[config.mk]
export PLATFORM = sky130hd
export DESIGN_NAME = dec_scan_reg
export DESIGN_NICKNAME = d
export VERILOG_FILES = /design/src/rtl/dec_scan_reg.sv
export SDC_FILE = /design/constraint.sdc
export NUM_CORES = 1
export LEC_CHECK = 0
export CORE_MARGIN = 8
export CORE_UTILIZATION = 42
export CTS_CLUSTER_SIZE = 10
export DETAILED_ROUTE_END_ITERATION = 10
export PLACE_DENSITY = 0.7
export RECOVER_POWER = 50
export SYNTH_ARGS = -nofsm -noshare
export SYNTH_HDL_FRONTEND = slang
export SYNTH_SLANG_ARGS = --single-unit
[constraint.sdc]
create_clock -name clk -period 1.65 [get_ports clk]
set_input_delay 0.33 -clock clk [delete_from_list [all_inputs] [get_ports clk]]
set_output_delay 0.33 -clock clk [all_outputs]
set_load 0.05 [all_outputs]
[src/rtl/dec_scan_reg.sv]
// Registered N-to-2^N one-hot decoder with latched DECODE and auto-stepping SCAN modes.
// Optional macro DEC_ACTIVE_LOW_EN inverts d_out (selected line low, idle lines high).
module dec_scan_reg #(
    parameter int unsigned SEL_W = 2,
    parameter int unsigned DIV   = 4
) (
    input  logic                    clk,
    input  logic                    rst,
    input  logic                    en,
    input  logic                    mode,
    input  logic                    load,
    input  logic [SEL_W-1:0]        sel_in,
    output logic [(2**SEL_W)-1:0]   d_out,
    output logic [SEL_W-1:0]        sel_cur,
    output logic                    wrap
);

    localparam int unsigned N_OUT   = 2 ** SEL_W;
    localparam int unsigned PRESC_W = (DIV > 1) ? $clog2(DIV) : 1;
    localparam logic [PRESC_W-1:0] PRESC_MAX = PRESC_W'(DIV - 1);
    localparam logic [SEL_W-1:0]   IDX_MAX   = SEL_W'(N_OUT - 1);
`ifdef DEC_ACTIVE_LOW_EN
    localparam logic [N_OUT-1:0]   OFF_PAT   = '1;
`else
    localparam logic [N_OUT-1:0]   OFF_PAT   = '0;
`endif

    typedef enum logic [1:0] {
        ST_OFF,
        ST_DECODE_HOLD,
        ST_SCAN_DWELL
    } state_e;

    state_e               state_q, state_d;
    logic [SEL_W-1:0]     index_q, index_d;
    logic [PRESC_W-1:0]   presc_q, presc_d;
    logic                 mode_q,  mode_d;
    logic                 wrap_q,  wrap_d;
    logic [N_OUT-1:0]     d_out_q, d_out_d;

    logic                 step_c;
    logic                 mode_chg_c;
    logic [PRESC_W-1:0]   presc_eff_c;

    // State register
    always_ff @(posedge clk) begin
        if (rst) begin
            state_q <= ST_OFF;
            index_q <= '0;
            presc_q <= '0;
            mode_q  <= 1'b0;
            wrap_q  <= 1'b0;
            d_out_q <= OFF_PAT;
        end else begin
            state_q <= state_d;
            index_q <= index_d;
            presc_q <= presc_d;
            mode_q  <= mode_d;
            wrap_q  <= wrap_d;
            d_out_q <= d_out_d;
        end
    end

    // Next-state: load beats step; a mode change restarts the dwell from zero
    always_comb begin
        state_d     = state_q;
        index_d     = index_q;
        presc_d     = presc_q;
        mode_d      = mode_q;
        wrap_d      = 1'b0;
        d_out_d     = d_out_q;
        step_c      = 1'b0;
        mode_chg_c  = 1'b0;
        presc_eff_c = presc_q;

        if (en) begin
            mode_d      = mode;
            mode_chg_c  = (mode != mode_q);
            presc_eff_c = mode_chg_c ? '0 : presc_q;

            if (mode) begin
                state_d = ST_SCAN_DWELL;
                if (load) begin
                    index_d = sel_in;
                    presc_d = '0;
                end else if (presc_eff_c == PRESC_MAX) begin
                    step_c  = 1'b1;
                    presc_d = '0;
                    index_d = index_q + SEL_W'(1);
                end else begin
                    presc_d = presc_eff_c + PRESC_W'(1);
                end
            end else begin
                presc_d = '0;
                if (load) begin
                    index_d = sel_in;
                    state_d = ST_DECODE_HOLD;
                end else if (state_q != ST_OFF) begin
                    state_d = ST_DECODE_HOLD;
                end
            end

            wrap_d  = step_c && (index_q == IDX_MAX);
            d_out_d = ((state_d != ST_OFF) ? (N_OUT'(1) << index_d) : '0) ^ OFF_PAT;
        end
    end

    assign d_out   = d_out_q;
    assign sel_cur = index_q;
    assign wrap    = wrap_q;

endmodule

==> results.yml <==
cts:
  cts_tree: "done"
  cts_buffer_depth: 2
  clock_sinks: 12
  cts_hold_buf: 0
  clockRootBuffer: "clkbuf_4"
  htree_levels: 1
  cts_made_buffers: 3
  clkTransAtPathRegs_ns: 0.07
  insertion_delay_ns: 0.27
finish:
  fin_util: 0.669
  insertedDiodeCount: 0
  nets: 103
  final_common_cell: "buf_4"
  finalInstanceArea_um2: 860
  drive_above_1_share: 0.304
  final_cell_mix: "17 x buf_4, 11 x dfxtp_1, 8 x nand2_1, 6 x clkbuf_1"
  synthToLayoutAreaGrowth_pct: 49.3
worst_setup_path:
  slowest_stage: "dlygate4sd2_1"
  crit_buf_inv: 8
  critPathMaxStageDelay_ns: 0.27
  crit_chain: "dlygate4sd2_1, xnor2_2, nand2_1, inv_2, buf_4, buf_4, buf_4, buf_4, buf_4, buf_4, and4_1"
  arrival_ns: 1.78
  critPathLaunchType: "input pin"
  crit_required_ns: 1.82
  end_kind: "flop"
  critPathMostFrequentCell: "buf_4"
  path_class: "input pin to flop"
  cp_max_fo: 2
  cp_top_family: "buffers and inverters"
timing:
  hold_viol: 0
  fmax_mhz: 619
  finalCriticalPeriod_ns: 1.62
  slew_viol_final: 0
  setup-violations-final: 0
  relSlewSlack: 0.602
  rsz0062_at_grt: "no"
  tightestPinTransition_ns: 0.600
  fin_crit_sh: 0.980
  fin_skew_ns: 0.00228
route:
  wirelength_um: 1380
  drt_first_iter_violations: 5
  via_per_inst: 5.03
  wl_per_cell_um: 12.9
  first_pass_iters: 2
  vias: 538
  drtAntennaViolNets: 0
  drc: 0
synthesis:
  ys_warn_count: 0
  syn_nets: 70
  syn_area_um2: 576
  ys_types: 25
  synth_area_per_cell_um2: 9.44
  yosysSeqAreaShare: 0.417
  synth_edf_count: 0
  synth_ff_type: "dfxtp_1"
  ys_seq_elements: 12
  async_reset_ff_frac: 0
  syn_inst: 61
floorplanning:
  die_h_um: 53.0
  die_w_um: 53.0
  row_count: 13
  core_um2: 1280
  io_pins: 14
  initial_core_util: 0.448
  die_area_um2: 2810
global_route:
  grt_max_degree: 7
  antenna_found_initial: 0
  grt_overflow: 0
  grt_pass1_wl_um: 2260
  grt_pass1_vias: 559
  grt_use_total: 0.105
pwr:
  p_per_area_nw_per_um2: 733
  swShare: 0.285
  pwr-share-seq: 0.498
  p_int_mw: 0.450
  clkPwrFrac: 0.282
  power.leakage_nw: 0.400
  p_sw_mw: 0.180
  combPwrFrac: 0.220
  peakVddDrop_v: 0.000458
job:
  cap_violations: 0
placed_design:
  dp_hpwl_um: 1010
  portBuffers: 13
  place_congestion: 0.827
  placed_area_um2: 790
run_status:
  status: "finished, final reports clean"
hold_path:
  hp-class: "flop to flop"
-- worst reg2reg max path, cell delays in order, from the launching register on --
cell	delay [ns]
dfxtp_2	0.34
xnor2_2	0.13
nand2_1	0.10
inv_2	0.05
buf_4	0.12
buf_4	0.12
buf_4	0.12
buf_4	0.12
buf_4	0.13
buf_4	0.12
and4_1	0.17
-- registers in the layout, indices dropped and copies added (netlist names) --
register  cells
presc_q       2
mode_q        1
state_q       2
sel_cur       2
d_out         4
wrap          1
-- final timing paths --
check / startpoint / end / slack [ns] / cells after the start
worst min-delay path: d_out[3] / d_out[3] / 0.45 / 2
worst min register to register: d_out[3] / d_out[3] / 0.45 / 2
worst max-delay path: mode / wrap / 0.03 / 11
worst max register to register: mode_q / wrap / 0.03 / 10
-- logic make-up after synthesis --
kind of cell,Yosys count,share of synthesized area
buf+inv,6,0.0413
fa+ha+maj,2,0.0435
flops,12,0.417
xor+xnor,2,0.0304
simple gates,20,0.204
compound gates,14,0.167
mux,5,0.0956
-- power by group through the flow --
| stage | sequential (mW) | combinational (mW) | clock [mW] |
|---|---|---|---|
| finish | 0.314 | 0.139 | 0.178 |
| CTS | 0.314 | 0.143 | 0.186 |
| floorplan | 0.346 | 0.0512 | 0 |
| global route | 0.316 | 0.149 | 0.199 |
| detailed placement | 0.320 | 0.135 | 0 |
| global placement | 0.320 | 0.134 | 0 |
-- final cells by class --
class / instances / area (um^2)
clock buffers: 3 / 22.5
fillers: 115 / 425
flip-flops and latches: 12 / 241
well taps: 15 / 18.8
repair buffers: 31 / 226
inverters: 3 / 11.3
multi-input cells: 43 / 339
-- timing repair --
action                                  in CTS  in global routing
gates resized for setup                      2                  5
endpoints found under the setup margin       5                  6
cloned                                       0                  0
pin swaps                                    2                  1
buffers inserted                             7                  1
hold endpoints to repair                     0                  0
-- per-stage QoR --
stage	setup TNS (ns)	setup WS, ns	hold WS, ns	power [mW]	cells
2_1_floorplan	0	0.0273	0.446	0.397	61
6_report	0	0.0336	0.446	0.630	107
3_3_place_gp	-2.09	-0.469	0.439	0.454	97
5_1_grt	0	0.00117	0.477	0.664	107
3_5_place_dp	-2.28	-0.495	0.442	0.456	97
4_1_cts	0	0.0328	0.452	0.643	107
-- cells in the mapped netlist (2+ instances only) --
master	count	area [um^2]
o21ai_1	3	15.0
ha_1	2	25.0
a22o_1	2	17.5
xnor2_1	2	17.5
a32o_1	2	20.0
nand2b_1	4	25.0
clkbuf_1	2	7.51
mux2i_1	4	40.0
dfxtp_1	12	240
nor2_1	2	7.51
nand2_1	8	30.0
a21oi_1	3	15.0
inv_1	3	11.3
-- layer usage --
metal | track usage | vias up | wire [um]
li1 | - | 282 | -
met1 | 0.121 | 238 | 599
met2 | 0.168 | 12 | 691
met3 | 0.0308 | 6 | 51
met4 | 0.0603 | 0 | 39
met5 | 0 | - | 0
No activity file was read; power rests on OpenSTA's default activity.
